**config.mk**
```make
export PLATFORM = sky130hd
export DESIGN_NAME = fir_seq_ctrl_flat
export DESIGN_NICKNAME = d
export VERILOG_FILES = /design/src/rtl/fir_seq_ctrl_if.sv /design/src/rtl/fir_seq_ctrl.sv /design/src/flat_wrapper.sv
export SDC_FILE = /design/constraint.sdc
export NUM_CORES = 1
export LEC_CHECK = 0
export ABC_AREA = 0
export CORE_ASPECT_RATIO = 0.5
export CORE_UTILIZATION = 50
export DETAILED_ROUTE_END_ITERATION = 8
export MAX_ROUTING_LAYER = met4
export PLACE_DENSITY = 0.79
export SLEW_MARGIN = 20
export SYNTH_ARGS = -nofsm -noshare
export SYNTH_HDL_FRONTEND = slang
export SYNTH_SLANG_ARGS = --single-unit
```
**constraint.sdc**
```tcl
create_clock -name clk -period 2.19 [get_ports clk]
set_clock_uncertainty 0.05 [all_clocks]
set_input_delay 0.438 -clock clk [delete_from_list [all_inputs] [get_ports clk]]
set_output_delay 0.438 -clock clk [all_outputs]
set_load 0.01 [all_outputs]
```
**src/rtl/fir_seq_ctrl_if.sv**
```systemverilog
// Command, data and filter-result handshake bundle between a sequencer
// (master side) and the fir_seq_ctrl controller (slave side).
interface fir_seq_ctrl_if #(
  parameter int NUM_COEFF = 4,
  parameter int SIZE      = 8
) ();
  logic                      cmd_valid;
  logic [1:0]                cmd_op;
  logic                      cmd_ready;
  logic [SIZE-1:0]           data_in;
  logic                      data_valid;
  logic                      data_ready;
  logic [NUM_COEFF*SIZE-1:0] coeffs;
  logic                      sr_en;
  logic                      sr_clear;
  logic [SIZE-1:0]           y_in;
  logic [SIZE-1:0]           y_out;
  logic                      y_valid;
  logic [1:0]                state;
  logic                      cmd_err;

  modport master (
    output cmd_valid, cmd_op, data_in, data_valid, y_in,
    input  cmd_ready, data_ready, coeffs, sr_en, sr_clear, y_out, y_valid,
           state, cmd_err
  );

  modport slave (
    input  cmd_valid, cmd_op, data_in, data_valid, y_in,
    output cmd_ready, data_ready, coeffs, sr_en, sr_clear, y_out, y_valid,
           state, cmd_err
  );
endinterface

```
**src/rtl/fir_seq_ctrl.sv**
```systemverilog
// FIR sequencing controller: atomic coefficient loading, shift-register priming and
// result strobing. Define FIR_SEQ_CTRL_CMD_ERR_EN to enable sticky illegal-command detection.
module fir_seq_ctrl #(
  parameter int NUM_COEFF = 4,
  parameter int SIZE      = 8
) (
  input  logic           clk,
  input  logic           reset,
  fir_seq_ctrl_if.slave  bus
);

  typedef enum logic [1:0] {
    S_IDLE  = 2'd0,
    S_LOAD  = 2'd1,
    S_PRIME = 2'd2,
    S_RUN   = 2'd3
  } state_e;

  typedef enum logic [1:0] {
    OP_NOP  = 2'd0,
    OP_LOAD = 2'd1,
    OP_RUN  = 2'd2,
    OP_STOP = 2'd3
  } op_e;

  localparam int CNT_W = (NUM_COEFF > 1) ? $clog2(NUM_COEFF) : 1;
  localparam logic [CNT_W-1:0] LOAD_LAST  = CNT_W'(NUM_COEFF - 1);
  localparam logic [CNT_W-1:0] PRIME_LAST = CNT_W'((NUM_COEFF >= 2) ? NUM_COEFF - 2 : 0);

  typedef logic [NUM_COEFF-1:0][SIZE-1:0] coeff_t;

  function automatic coeff_t default_coeffs();
    coeff_t c;
    for (int i = 0; i < NUM_COEFF; i++) c[i] = SIZE'(i + 1);
    return c;
  endfunction

  localparam coeff_t COEFF_RST = default_coeffs();

  state_e           state_q, state_d;
  logic [CNT_W-1:0] cnt_q, cnt_d;
  coeff_t           shadow_q, shadow_d;
  coeff_t           coeffs_q, coeffs_d;
  logic             pend_q, pend_d;
  logic [SIZE-1:0]  y_out_q, y_out_d;
  logic             y_valid_q, y_valid_d;

  logic cmd_ready, data_ready, cmd_acc, data_acc, sr_en, sr_clear;
  op_e  op;

  assign op       = op_e'(bus.cmd_op);
  assign cmd_acc  = bus.cmd_valid & cmd_ready;
  assign data_acc = bus.data_valid & data_ready;

  // NOTE: sequential state uses non-blocking assignments so every register samples
  // pre-edge values regardless of block ordering.
  always_ff @(posedge clk) begin
    if (reset) state_q <= S_IDLE;
    else       state_q <= state_d;
  end

  // NOTE: every always_comb output gets a default first so no path infers a latch.
  always_comb begin
    state_d = state_q;
    cnt_d   = cnt_q;
    unique case (state_q)
      S_IDLE: begin
        if (cmd_acc && op == OP_LOAD) begin
          state_d = S_LOAD;
          cnt_d   = '0;
        end else if (cmd_acc && op == OP_RUN) begin
          state_d = (NUM_COEFF == 1) ? S_RUN : S_PRIME;
          cnt_d   = '0;
        end
      end
      S_LOAD: begin
        if (data_acc) begin
          if (cnt_q == LOAD_LAST) begin
            state_d = S_IDLE;
            cnt_d   = '0;
          end else begin
            cnt_d = cnt_q + CNT_W'(1);
          end
        end
      end
      S_PRIME: begin
        if (data_acc) begin
          if (cnt_q == PRIME_LAST) begin
            state_d = S_RUN;
            cnt_d   = '0;
          end else begin
            cnt_d = cnt_q + CNT_W'(1);
          end
        end
        // STOP wins over a simultaneous final priming sample.
        if (cmd_acc && op == OP_STOP) begin
          state_d = S_IDLE;
          cnt_d   = '0;
        end
      end
      S_RUN: begin
        if (cmd_acc && op == OP_STOP) state_d = S_IDLE;
      end
      default: state_d = S_IDLE;
    endcase
  end

  // Strobes are gated by reset so a beat or command coinciding with reset has no effect.
  always_comb begin
    cmd_ready  = (state_q != S_LOAD);
    data_ready = (state_q != S_IDLE);
    sr_en      = !reset && (state_q == S_PRIME || state_q == S_RUN) && data_acc;
    sr_clear   = !reset && (state_q == S_IDLE) && cmd_acc && (op == OP_RUN);
  end

  always_comb begin
    shadow_d  = shadow_q;
    coeffs_d  = coeffs_q;
    pend_d    = (state_q == S_RUN) && data_acc;
    y_valid_d = pend_q;
    y_out_d   = pend_q ? bus.y_in : y_out_q;
    if (state_q == S_LOAD && data_acc) begin
      shadow_d[cnt_q] = bus.data_in;
      // Commit the whole set at once, including the beat arriving now.
      if (cnt_q == LOAD_LAST) coeffs_d = shadow_d;
    end
  end

  // NOTE: the shadow and coefficient arrays are reset to defined defaults because the
  // filter consumes coeffs immediately after reset; plain storage arrays would not be.
  always_ff @(posedge clk) begin
    if (reset) begin
      cnt_q     <= '0;
      shadow_q  <= COEFF_RST;
      coeffs_q  <= COEFF_RST;
      pend_q    <= 1'b0;
      y_out_q   <= '0;
      y_valid_q <= 1'b0;
    end else begin
      cnt_q     <= cnt_d;
      shadow_q  <= shadow_d;
      coeffs_q  <= coeffs_d;
      pend_q    <= pend_d;
      y_out_q   <= y_out_d;
      y_valid_q <= y_valid_d;
    end
  end

`ifdef FIR_SEQ_CTRL_CMD_ERR_EN
  logic err_q, err_d;

  always_comb begin
    err_d = err_q;
    if (cmd_acc) begin
      if ((state_q == S_PRIME || state_q == S_RUN) && (op == OP_LOAD || op == OP_RUN))
        err_d = 1'b1;
      if (state_q == S_IDLE && op == OP_STOP)
        err_d = 1'b1;
    end
  end

  always_ff @(posedge clk) begin
    if (reset) err_q <= 1'b0;
    else       err_q <= err_d;
  end

  assign bus.cmd_err = err_q;
`else
  assign bus.cmd_err = 1'b0;
`endif

  assign bus.cmd_ready  = cmd_ready;
  assign bus.data_ready = data_ready;
  assign bus.sr_en      = sr_en;
  assign bus.sr_clear   = sr_clear;
  assign bus.coeffs     = coeffs_q;
  assign bus.y_out      = y_out_q;
  assign bus.y_valid    = y_valid_q;
  assign bus.state      = state_q;

endmodule

```
**src/flat_wrapper.sv**
```systemverilog
// flat-port wrapper written by rule: the top's interface ports become plain ports
module fir_seq_ctrl_flat 
#(
  parameter int NUM_COEFF = 4,
  parameter int SIZE      = 8
)
  (clk, reset, bus_cmd_valid, bus_cmd_op, bus_data_in, bus_data_valid, bus_y_in, bus_cmd_ready, bus_data_ready, bus_coeffs, bus_sr_en, bus_sr_clear, bus_y_out, bus_y_valid, bus_state, bus_cmd_err);
  fir_seq_ctrl_if #(.NUM_COEFF(NUM_COEFF), .SIZE(SIZE)) bus_i ();
  input  logic clk;
  input  logic reset;
  input wire logic [$bits(bus_i.cmd_valid)-1:0] bus_cmd_valid;
  input wire logic [$bits(bus_i.cmd_op)-1:0] bus_cmd_op;
  input wire logic [$bits(bus_i.data_in)-1:0] bus_data_in;
  input wire logic [$bits(bus_i.data_valid)-1:0] bus_data_valid;
  input wire logic [$bits(bus_i.y_in)-1:0] bus_y_in;
  output wire logic [$bits(bus_i.cmd_ready)-1:0] bus_cmd_ready;
  output wire logic [$bits(bus_i.data_ready)-1:0] bus_data_ready;
  output wire logic [$bits(bus_i.coeffs)-1:0] bus_coeffs;
  output wire logic [$bits(bus_i.sr_en)-1:0] bus_sr_en;
  output wire logic [$bits(bus_i.sr_clear)-1:0] bus_sr_clear;
  output wire logic [$bits(bus_i.y_out)-1:0] bus_y_out;
  output wire logic [$bits(bus_i.y_valid)-1:0] bus_y_valid;
  output wire logic [$bits(bus_i.state)-1:0] bus_state;
  output wire logic [$bits(bus_i.cmd_err)-1:0] bus_cmd_err;
  assign bus_i.cmd_valid = bus_cmd_valid;
  assign bus_i.cmd_op = bus_cmd_op;
  assign bus_i.data_in = bus_data_in;
  assign bus_i.data_valid = bus_data_valid;
  assign bus_i.y_in = bus_y_in;
  assign bus_cmd_ready = bus_i.cmd_ready;
  assign bus_data_ready = bus_i.data_ready;
  assign bus_coeffs = bus_i.coeffs;
  assign bus_sr_en = bus_i.sr_en;
  assign bus_sr_clear = bus_i.sr_clear;
  assign bus_y_out = bus_i.y_out;
  assign bus_y_valid = bus_i.y_valid;
  assign bus_state = bus_i.state;
  assign bus_cmd_err = bus_i.cmd_err;
  fir_seq_ctrl #(.NUM_COEFF(NUM_COEFF), .SIZE(SIZE)) u_core (.clk(clk), .reset(reset), .bus(bus_i));
endmodule
```
Yosys cells after proc, flatten, opt, wreduce, memory -nomap -nowiden
Cells that the tools add are included.
- reductions and logical operators: 19
- add/subtract/negate cells: 1
- equality and inequality tests: 15
- bitwise gates (word level): 2
- magnitude comparators: 2
- muxes and demuxes: 20
- operator list (operator ; count):
    bitwise mux 32 bit ; 1
    two-way mux 2 bit ; 15
    demux 8 bit (select 2 bit) ; 1
    == test 2 bit (second input constant) ; 6
    logical AND 1 bit ; 11
    != test 3 x 1 -> 1 bit (second input constant) ; 3
    two-way mux 8 bit ; 1
    != test 2 x 1 -> 1 bit (second input constant) ; 4
    case mux 2 bit (4 select lines) ; 1
    case mux 2 bit (3 select lines) ; 1
    AND reduction 6 bit ; 1
    == test 2 x 1 -> 1 bit (second input constant) ; 2
    AND reduction 4 bit ; 1
    < comparator 2 x 3 -> 1 bit (second input constant) ; 1
    nonzero test 3 bit ; 1
    adder 2 x 1 -> 2 bit (second input constant) ; 1
    AND 1 bit ; 2
    >= comparator 2 x 1 -> 1 bit (second input constant) ; 1
    zero test 2 bit ; 1
    AND reduction 2 bit ; 1
    nonzero test 2 bit ; 1
    zero test 1 bit ; 1
    logical OR 1 bit ; 1
- flip-flop bits (word level): 78
- word-level logic and storage cells: 72

Logic depth before layout (Yosys ltp)
- depth after elaboration: 6
- mapped depth: 9
- depth with buffers taken out: 6

Worst setup path before layout
No wires, ideal clock.
- path type: reg2reg
- start point: reg u_core.state_q[1] (netlist: u_core.bus.state[1])
- end point: reg u_core.state_q[1] (netlist: u_core.bus.state[1])
- buffers on the path: 1
- setup slack: 356 ps
- data arrival time: 1660 ps
- library setup time: 123 ps
- stages on the path, launching flop included: 8
- period minus slack after synthesis: 1834 ps
- cell sequence: dfxtp_1 > inv_1 > ha_1 > buf_6 > nand4b_4 > a21oi_1 > o211ai_1 > mux2_1
- cells in the longest elaborated chain, start to end: 5
- RTL lines (item ; line ; text):
    start: declaration ; fir_seq_ctrl.sv:40 ; state_e state_q, state_d;
    start signal: assignment ; fir_seq_ctrl.sv:59 ; else state_q <= state_d;
    != test 2 x 1 -> 1 bit ; fir_seq_ctrl.sv:110 ; cmd_ready = (state_q != S_LOAD);
    AND 1 bit ; fir_seq_ctrl.sv:52 ; assign cmd_acc = bus.cmd_valid & cmd_ready;
    logical AND 1 bit, on equally long branches ; -- ;
    != test 3 x 1 -> 1 bit (no line), or another cell as far along ; -- ;
    AND reduction 6 bit (no line) / case mux 2 bit (4 select lines) (equally long branches) ; -- ;
Several ways; a longest one is shown, not always the timed one.
A chain may end at the register's enable or synchronous reset.

Worst setup path after layout
- start point: reg u_core.state_q[0] (netlist: u_core.bus.state[0])
- end point: out bus_data_ready
- cells in the longest elaborated chain, start to end: 1
- RTL lines (item ; line ; text):
    nonzero test 2 bit ; fir_seq_ctrl.sv:111 ; data_ready = (state_q != S_IDLE);
    end: declaration ; flat_wrapper.sv:17 ; output wire logic [$bits(bus_i.data_ready)-1:0] bus_data_ready;
No other way between the ends.

==> summary.txt <==
Yosys
  • Avg Inst Size Synth: 9.203 sq um
  • Post-synthesis sequential element count: 70
  • Mapped Cells: 346
  • Sequential element share of the synthesized area: 44.01%
  • Area of the mapped netlist: 3184 sq um
  • Number of nets in the synthesized netlist: 379
  • Synth top area share: 44.01%
  • Number of flops mapped to enable cells by yosys: 0
  • Yosys top cell by area: dfxtp_1
  • Ys Warns: 0
  • Synth area leaders: dfxtp_1 44%, mux2i_1 11%, nand2_1 8.1%
  • Most frequent cell after synthesis: dfxtp_1
  • Number of distinct library cells after synthesis: 36
  • Share of async-settable or async-resettable flops after synthesis: 0%
  • Ys flop type: dfxtp_1
  • Commonest cells in the synthesized netlist: 70 x dfxtp_1, 69 x nand2_1, 36 x nor2_1

Floorplan
  • Initial cell density of the core: 52.15%
  • Die Footprint: 6711 sq um
  • Core area: 6106 sq um
  • Number of rows in the core area: 20
  • Horizontal die dimension: 114.9 microns
  • Height of the die: 58.43 microns
  • Top-level port count: 70

Timing
  • Hold_ws: 399.8 ps
  • Hold Violations, Final: 0
  • Final critical delay including setup and external delays: 2090 ps
  • RSZ-0062 raised after global routing: no
  • Count of final setup violators: 0
  • Number of max-slew violations in the final report: 0
  • Upper clock frequency limit: 0.4784 GHz
  • Headroom to the max-slew limit: 45.36%
  • Transition at the pin with the smallest max-transition slack: 819.7 ps
  • Final clock period utilization by the worst path: 95.46%

Setup path
  • Critical path endpoint category: primary output
  • Critical setup path kind: register to primary output
  • Count of cells along the worst register-to-register path: 8
  • Setup crit end: bus_data_ready
  • Reg-to-reg setup timing slack: 250 ps
  • Critical-path maximum fanout: 4
  • Source of the worst register-to-register timing path: u_core.bus.state[1]
  • Critical path startpoint: u_core.bus.state[0]
  • Arrival time reported for the critical path endpoint: 1600 ps
  • Worst EP required: 1700 ps
  • Setup crit start kind: register
  • Endpoint of the worst-slack reg-to-reg timing path: u_core.shadow_q[1]

CTS
  • Count of buffers added by post-CTS timing repair for setup: 0
  • Clk_lat worst skew: 330 ps
  • Clock tree root buffer cell: clkbuf_16
  • Total of hold buffers inserted after clock tree synthesis: 0
  • Clock transition at the registers of the reported paths: 50 ps
  • Number of buffers created by CTS: 9
  • H-tree levels: 3
  • Sinks on the clock net: 70
  • Largest buffer count on any clock path: 2
  • CTS tree: yes

Hold path
  • Class of the most critical hold timing path: register to register

Route
  • First-iteration detailed-routing DRC count: 148
  • Total Wirelength: 7251 microns
  • Remaining routing DRC violations: 0
  • Count of TritonRoute iterations in the first routing pass: 4
  • Via Count: 2,646
  • Via/cell ratio: 5.198
  • Count of nets left with antenna violations after detail routing: 0
  • Routed wire length per instance: 14.25 microns

Global route
  • GRT Residual Overflow: 0
  • Pin count of the biggest net entering global routing: 75
  • Antenna violations before repair: 0
  • Number of global-route vias before repair: 2,546
  • Global Route Usage Sum: 24.00%
  • Global-route wire length before repair: 11,930 microns

Power and ir drop
  • Peak VDD IR: 0.0005774 V
  • Overall power: 3.399 mW
  • Power density over the cells: 793.3 nW/um^2
  • Leakage power of the design: 1.540 nW

Cells and area
  • Count of nets after finishing: 449
  • Diodes inserted: 0
  • Filler cells: 481
  • Fraction of final layout cells with drive strength greater than 1: 14.25%
  • Layout area overhead: 34.58%

Placed design
  • Post-DP HPWL: 5036 microns
  • Routability congestion estimate from global placement: 0.8783
  • Port buffer count: 68

Outcome
  • Run status: finished, final reports clean

Run
  • # Max-Cap Violations: 0
[metrics by stage]
step / setup WS, ps / instance area, sq um / setup TNS (ps) / std cells / util [%]
floorplan: 356.3 / 3184 / 0 / 346 / -
global placement: -69.50 / 3969 / -70.08 / 493 / 65.00
detailed placement: -101.6 / 3969 / -115.8 / 493 / 65.00
CTS: -67.12 / 4273 / -67.12 / 509 / 69.98
global route: 23.63 / 4285 / 0 / 509 / 70.18
finish: 99.53 / 4285 / 0 / 509 / 70.18
[layout by cell type, fill, tap and decap left out, types with 2 or more instances in the layout]
cell             count
clkbuf_8             2
clkbuf_1             2
dlygate4sd2_1        2
a21oi_1             30
mux2i_1             35
nor3b_1              2
and2_1               2
inv_1                6
ha_1                 9
nor2b_1              2
nor3_1               3
dfxtp_1             70
a31oi_1              2
buf_4               14
nand2_1             69
clkbuf_16            9
o211ai_1             2
nand2b_1             5
buf_12               2
clkdlybuf4s50_1     64
nor2_1              36
a211oi_2            20
inv_2                2
nand3b_1             6
a211o_1              4
[routing by layer]
layer / global-route usage (%) / vias to the layer above / part of all wire, %
met5: - / - / 0
met4: 8.349 / 0 / 1.4
met3: 5.870 / 13 / 3.8
met2: 40.96 / 61 / 49
met1: 28.06 / 1263 / 46
li1: - / 1309 / -
[worst max-delay path, stage by stage (launching register included)]
cell             delay (ps)
dfxtp_1                 360
inv_2                    80
ha_4                    170
inv_1                   100
clkdlybuf4s50_1         560
[power breakdown]
part           internal [mW]  total [mW]  switching [mW]  leakage (nW)
sequential              1.30        1.31          0.0171         0.564
combinational          0.311       0.642           0.332         0.829
clock                  0.941        1.44           0.503         0.146
total                   2.55        3.40           0.851          1.54
[sequential cells by signal, indices dropped and copies added, names as in the netlist]
name	cells
u_core.bus.y_valid	1
u_core.pend_q	1
u_core.shadow_q	24
u_core.bus.y_out	8
u_core.cnt_q	2
u_core.bus.state	2
u_core.bus.coeffs	32
[worst min path at each step]
stage / to / cells after the start / startpoint / slack (ps)
2_1_floorplan: u_core.shadow_q[10] / 2 / u_core.shadow_q[10] / 390
3_3_place_gp: u_core.shadow_q[6] / 2 / u_core.shadow_q[6] / 390
3_5_place_dp: u_core.bus.coeffs[26] / 2 / u_core.bus.coeffs[26] / 390
4_1_cts: u_core.bus.coeffs[26] / 2 / u_core.bus.coeffs[26] / 400
5_1_grt: u_core.shadow_q[7] / 2 / u_core.shadow_q[7] / 430
6_report: u_core.shadow_q[6] / 2 / u_core.shadow_q[6] / 400
[area by class of cell]
type / count / area, sq um / area share [%]
Clock buffer: 13 / 260.3 / 6.073
Tap cell: 88 / 110.1 / 2.569
Timing Repair Buffer: 84 / 813.3 / 18.98
Sequential cell: 70 / 1401 / 32.70
Clock inverter: 3 / 42.54 / 0.9927
Inverter: 8 / 30.03 / 0.7007
Multi-Input combinational cell: 243 / 1628 / 37.99
[timing repair]
item | 4_1_cts | 5_1_grt
pin swaps | 0 | 0
resized for setup | 6 | 5
cloned | 0 | 0
endpoints found under the hold margin | 0 | 0
endpoints found under the setup margin | 3 | 1
[logic make-up (layout without fill, tap and decap cells)]
kind of cell | count (synthesis) | after routing | share of synthesized area (%)
AOI/OAI and AO/OA | 61 | 61 | 15.44
xor gates and xnor gates | 1 | 1 | 0.2751
adders and majority gates | 11 | 11 | 4.322
buffers and inverters | 33 | 108 | 5.540
DFF | 70 | 70 | 44.01
muxes | 36 | 36 | 11.36
other | 1 | 1 | 0.1178
and+or+nand+nor | 133 | 133 | 18.94
No activity file was read; power rests on OpenSTA's default activity.
